**src/rtl/if_fetch.sv**
```systemverilog
// ---------------------------------------------------------------------------
// if_fetch -- instruction-fetch stage sitting directly behind pc_gen.
//
// Issues in-order word requests for the current PC over a valid/ready
// handshake, remembers the PC of every accepted request in an in-flight
// queue, and buffers returned words together with their PCs in a small
// FIFO that feeds decode over a second valid/ready handshake. pc_stall
// holds pc_gen unless a request is accepted or a redirect (flush) occurs.
//
// Parameters:
//   DEPTH               in-flight requests plus buffered entries (2..8)
// Ports:
//   clk_i, rst_ni       clock (rising edge), async active-low reset
//   pc_i / pc_stall_o   current PC from pc_gen / hold request to pc_gen
//   flush_i             redirect; clears the FIFO, marks in-flight as stale
//   imem_req_*          request channel (addr = pc_i)
//   imem_rsp_*          in-order response channel, no backpressure
//   id_*                FIFO head towards decode (instr, pc, fault)
// Build options:
//   IF_MISALIGN_CHECK_EN  when defined, a PC with pc_i[1:0]!=0 is never sent
//                         to memory; once the pipe is empty a single fault
//                         entry (NOP) is queued and fetch stalls until flush.
// ---------------------------------------------------------------------------
module if_fetch #(
    parameter int DEPTH = 2
) (
    input  logic        clk_i,
    input  logic        rst_ni,
    input  logic [31:0] pc_i,
    output logic        pc_stall_o,
    input  logic        flush_i,
    output logic        imem_req_valid_o,
    input  logic        imem_req_ready_i,
    output logic [31:0] imem_req_addr_o,
    input  logic        imem_rsp_valid_i,
    input  logic [31:0] imem_rsp_data_i,
    input  logic        imem_rsp_err_i,
    output logic        id_valid_o,
    input  logic        id_ready_i,
    output logic [31:0] id_instr_o,
    output logic [31:0] id_pc_o,
    output logic        id_fault_o
);
    localparam int CW = $clog2(DEPTH + 1);
    localparam int PW = $clog2(DEPTH);
    localparam logic [31:0] NOP = 32'h0000_0013;

    logic [CW-1:0] out_cnt_reg, drop_cnt_reg, fifo_cnt_reg;
    logic [PW-1:0] pq_wr_reg, pq_rd_reg, ff_wr_reg, ff_rd_reg;
    logic [31:0]   pq_pc_reg    [DEPTH];
    logic [31:0]   ff_instr_reg [DEPTH];
    logic [31:0]   ff_pc_reg    [DEPTH];
    logic          ff_fault_reg [DEPTH];

    logic          id_pop, accept, rsp_push, ff_push, credit;
    logic          mis_block, mis_push;
    logic [CW:0]   used;
    logic [31:0]   push_instr, push_pc;
    logic          push_fault;

    function automatic logic [PW-1:0] wrap_inc(input logic [PW-1:0] p);
        return (p == PW'(DEPTH - 1)) ? '0 : p + 1'b1;
    endfunction

    assign id_valid_o = (fifo_cnt_reg != '0);
    assign id_pop     = id_valid_o && id_ready_i;
    assign id_instr_o = ff_instr_reg[ff_rd_reg];
    assign id_pc_o    = ff_pc_reg[ff_rd_reg];
    assign id_fault_o = ff_fault_reg[ff_rd_reg];

    // An entry leaving towards decode this cycle frees its slot immediately,
    // which is what lets DEPTH=2 sustain one fetch per cycle.
    assign used   = {1'b0, out_cnt_reg} + {1'b0, fifo_cnt_reg} - {{CW{1'b0}}, id_pop};
    assign credit = (used < (CW + 1)'(DEPTH));

`ifdef IF_MISALIGN_CHECK_EN
    logic mis_done_reg;

    // mis_done_reg keeps fetch parked after the fault entry until a redirect.
    assign mis_block = (pc_i[1:0] != 2'b00) || mis_done_reg;
    assign mis_push  = rst_ni && !flush_i && (pc_i[1:0] != 2'b00) && !mis_done_reg
                       && (out_cnt_reg == '0) && (fifo_cnt_reg < CW'(DEPTH));

    always_ff @(posedge clk_i or negedge rst_ni) begin
        if (!rst_ni) begin
            mis_done_reg <= 1'b0;
        end else if (flush_i) begin
            mis_done_reg <= 1'b0;
        end else if (mis_push) begin
            mis_done_reg <= 1'b1;
        end
    end
`else
    assign mis_block = 1'b0;
    assign mis_push  = 1'b0;
`endif

    // Gated by rst_ni so nothing is requested and the PC is held while in reset.
    assign imem_req_valid_o = rst_ni && !flush_i && credit && !mis_block;
    assign imem_req_addr_o  = pc_i;
    assign accept           = imem_req_valid_o && imem_req_ready_i;
    assign pc_stall_o       = !rst_ni || (!accept && !flush_i);

    // A response arriving during a flush belongs to the old path as well.
    assign rsp_push = imem_rsp_valid_i && (drop_cnt_reg == '0) && !flush_i;
    assign ff_push  = rsp_push || mis_push;

    always_comb begin
        push_instr = imem_rsp_err_i ? NOP : imem_rsp_data_i;
        push_pc    = pq_pc_reg[pq_rd_reg];
        push_fault = imem_rsp_err_i;
        if (mis_push) begin
            push_instr = NOP;
            push_pc    = pc_i;
            push_fault = 1'b1;
        end
    end

    always_ff @(posedge clk_i or negedge rst_ni) begin
        if (!rst_ni) begin
            out_cnt_reg  <= '0;
            drop_cnt_reg <= '0;
            fifo_cnt_reg <= '0;
            pq_wr_reg    <= '0;
            pq_rd_reg    <= '0;
            ff_wr_reg    <= '0;
            ff_rd_reg    <= '0;
            for (int i = 0; i < DEPTH; i++) begin
                pq_pc_reg[i]    <= '0;
                ff_instr_reg[i] <= '0;
                ff_pc_reg[i]    <= '0;
                ff_fault_reg[i] <= 1'b0;
            end
        end else begin
            out_cnt_reg <= out_cnt_reg + CW'(accept) - CW'(imem_rsp_valid_i);

            // Every response pops the PC queue, discarded or not, so the
            // queue stays aligned with memory across flushes.
            if (accept) begin
                pq_pc_reg[pq_wr_reg] <= pc_i;
                pq_wr_reg            <= wrap_inc(pq_wr_reg);
            end
            if (imem_rsp_valid_i) begin
                pq_rd_reg <= wrap_inc(pq_rd_reg);
            end

            // On flush everything still outstanding after this cycle is stale;
            // a response consumed this cycle is no longer outstanding.
            if (flush_i) begin
                drop_cnt_reg <= out_cnt_reg - CW'(imem_rsp_valid_i);
            end else if (imem_rsp_valid_i && (drop_cnt_reg != '0)) begin
                drop_cnt_reg <= drop_cnt_reg - 1'b1;
            end

            if (flush_i) begin
                fifo_cnt_reg <= '0;
                ff_wr_reg    <= '0;
                ff_rd_reg    <= '0;
            end else begin
                if (ff_push) begin
                    ff_instr_reg[ff_wr_reg] <= push_instr;
                    ff_pc_reg[ff_wr_reg]    <= push_pc;
                    ff_fault_reg[ff_wr_reg] <= push_fault;
                    ff_wr_reg               <= wrap_inc(ff_wr_reg);
                end
                if (id_pop) begin
                    ff_rd_reg <= wrap_inc(ff_rd_reg);
                end
                fifo_cnt_reg <= fifo_cnt_reg + CW'(ff_push) - CW'(id_pop);
            end
        end
    end
endmodule
```
**config.mk**
```make
export PLATFORM = sky130hd
export DESIGN_NAME = if_fetch
export DESIGN_NICKNAME = d
export VERILOG_FILES = /design/src/rtl/if_fetch.sv
export SDC_FILE = /design/constraint.sdc
export NUM_CORES = 1
export LEC_CHECK = 0
export CORE_MARGIN = 2
export CORE_UTILIZATION = 45
export CTS_CLUSTER_SIZE = 16
export DETAILED_ROUTE_END_ITERATION = 12
export PLACE_DENSITY = 0.7
export SLEW_MARGIN = 10
export SYNTH_ARGS = -nofsm -noshare
export SYNTH_HDL_FRONTEND = slang
export SYNTH_SLANG_ARGS = --single-unit
```
**constraint.sdc**
```tcl
create_clock -name clk_i -period 5.3 [get_ports clk_i]
set_input_delay 0.795 -clock clk_i [delete_from_list [all_inputs] [get_ports clk_i]]
set_output_delay 0.795 -clock clk_i [all_outputs]
set_load 0.02 [all_outputs]
```
==> key figures <==
Run status
  – Status: finished, final reports clean

CTS
  – # hold bufs at CTS: 0
  – Clock Sink Count: 204
  – CTS Buf Count: 23
  – Htree depth: 1
  – CTS tree: built
  – Clk_lat worst skew: between 400 and 500 ps
  – Clk root buf: clkbuf_16
  – CTS Buffer Depth: 3
  – Clk pin slew, worst setup/hold paths: around 60 ps
  – CTS resizes: 0
  – Post-CTS setup buffers: 0

Cells and area
  – Commonest cells after routing, fill and taps aside: dfrtp_1 (202), clkdlybuf4s50_1 (169), nand2_1 (131)
  – Register area: about 5100 um2
  – Fin util: around three fifths
  – Nets@finish: between 900 and 1000
  – Final cell count without fillers: 1198
  – Most common cell after layout, fill and taps aside: dfrtp_1
  – Area of the multi-input gates: between 3000 and 4000 um2
  – Area Overhead vs Synth: 26.2%
  – Antenna cells: 0
  – Layout cells sized above 1: approximately 20%
  – Final Cell Area: around 12000 um2
  – Fill count: 1710

Critical path
  – Crit Path Max Fanout: 5
  – Worst path required time: roughly 4500 ps
  – Reg2Reg Depth: 6
  – WS Path Type: primary input to output port
  – Setup crit end kind: output port
  – Critical Path AT: 3290 ps
  – Startpoint Class: primary input

Floorplan
  – Die extent in y: about 150 um
  – Die Width: about 150 um
  – Placeable Area: between 20000 and 25000 um2
  – Initial core utilization: 46.0%
  – # IOs: 171
  – Number of cell rows: 52
  – Area of the die: 22000 um2

Placed design
  – Post-Place Cells: 1157
  – Area after DPL: between 10000 and 15000 um2
  – # port buffers: 170
  – Post-Place Setup Slack: ~1200 ps
  – DP HPWL: ~12000 um
  – Gpl congestion: approximately 0.77

Synthesis
  – Syn Area/Cell: about 12 um2
  – Synthesized Nets: 870
  – Top cells by area, synth: dfrtp_1 (54%), mux2_4 (9.6%), mux2_2 (8.5%), o21ai_0 (6.9%), nand2_1 (5.2%)
  – Gate Count Post-Synth: between 700 and 800
  – Synth Register Bits: slightly above 200
  – Yosys top cell area share: 54.5%
  – Post-synth cell types: 30
  – Mapped cell area: around 9400 um2
  – Warnings, synthesis: 0
  – Seq/Total Area, Yosys: between 50% and 60%
  – Synth area leader: dfrtp_1

STA
  – Final setup vio count: 0
  – Fmax: between 200 and 250 MHz
  – RSZ-0062 raised after global routing: false
  – Tmin final: 4080 ps
  – Hold WS: 255 ps
  – Worst Skew: ~15 ps
  – Final hold violation count: 0
  – Final slew viol count: 0
  – Setup TNS: 0 ps
  – Fin crit share: between 70 and 80%
  – Slew @ Worst Pin: around 1100 ps
  – Slew margin rel.: 24.1%
  – Worst setup margin: between 1000 and 1500 ps

Global route
  – Largest net degree at the start of global routing: 77
  – Gr usage total: between 15 and 20%
  – Antenna violations before repair: 0
  – First-pass GRT wire length: 32400 um
  – Total gr overflow: 0
  – Vias in the first global route: ~6300

Flow run
  – Maximum Capacitance Violations: 0

Hold path
  – HP Class: primary input to async pin

Drt
  – Final WL: 19200 um
  – Routed Antenna Nets: 0
  – Initial DRC count: 288
  – Drt wl/cell: roughly 16 um
  – Residual DRC: 0
  – DR vias/cell: about 4.9
  – Drt pass-1 iters: 4
  – Vias: roughly 6000

Power
  – Total Power: approximately 6.5 mW
  – VDD IR max: ~300 uV
  – Power Density: around 550 nW/um2
  – Lkg Pwr: around 5.5 nW
## cells in the mapped netlist
library cell / number
dfrtp_1: 204
nand2_1: 131
o21ai_0: 130
mux2_2: 71
mux2_4: 60
buf_4: 33
mux2i_1: 33
nand2b_1: 29
clkbuf_1: 28
buf_2: 12
nor2_1: 8
ha_1: 7
inv_1: 7
xnor2_1: 7
buf_6: 6
nor2b_1: 5
xor2_1: 3
and3_1: 2
buf_1: 2
nand4_4: 2
or2_2: 2
and2_1: 1
fa_1: 1
nand4_1: 1
nand4b_1: 1
nand4bb_1: 1
nor2b_2: 1
o21a_1: 1
o31a_1: 1
xor2_2: 1
## logic make-up (layout without fill, tap and decap cells)
group | Yosys count | in the layout | share of synthesized area [%]
DFF | 204 | 204 | 54.5
xor gates and xnor gates | 11 | 11 | 1.11
adders and majority gates | 8 | 8 | 1.15
and+or+nand+nor | 184 | 184 | 9.00
buffers and inverters | 88 | 225 | 5.49
AOI/OAI and AO/OA | 132 | 132 | 7.12
muxes | 164 | 164 | 21.7
## path summary, 6_finish.rpt
path                            startpoint             end  slack [ps]
max                             id_ready_i      pc_stall_o        1220
min                                 rst_ni  out_cnt_reg[0]         250
max reg2reg                fifo_cnt_reg[1]   pq_pc_reg[43]        2180
min reg2reg                  ff_pc_reg[47]   ff_pc_reg[47]         470
max in group asynchronous           rst_ni   ff_pc_reg[50]        3740
min in group clk_i           ff_pc_reg[47]   ff_pc_reg[47]         470
## where the power goes
part	internal, mW	switching [mW]	total [mW]	leakage [nW]
clock network	1.08	0.619	1.69	0.407
logic	1.25	0.979	2.23	2.41
registers	2.12	0.428	2.55	2.69
## layer usage
metal  vias to the layer above  wire (um)  track usage (%)
met5                         -          0                0
met4                         0        365             4.05
met3                        23        685             2.52
met2                       127       9090             30.2
met1                      2836       9050             24.8
li1                       2893          -                -
## worst max-delay path, cell delays in order
cell,delay (ps)
clkdlybuf4s50_1,500
nand2_1,60
nor2_1,160
o21ai_0,140
fa_1,420
xor2_2,240
and3_1,210
o21ai_0,130
clkdlybuf4s50_1,630
## layout make-up
cell class | instances | share of cell area (%)
well taps | 270 | 2.86
flip-flops and latches | 204 | 43.2
multi-input cells | 499 | 31.9
clock buffers | 31 | 5.63
clock inverters | 10 | 1.34
repair buffers | 177 | 14.9
inverters | 7 | 0.222
No activity file was read; power rests on OpenSTA's default activity.
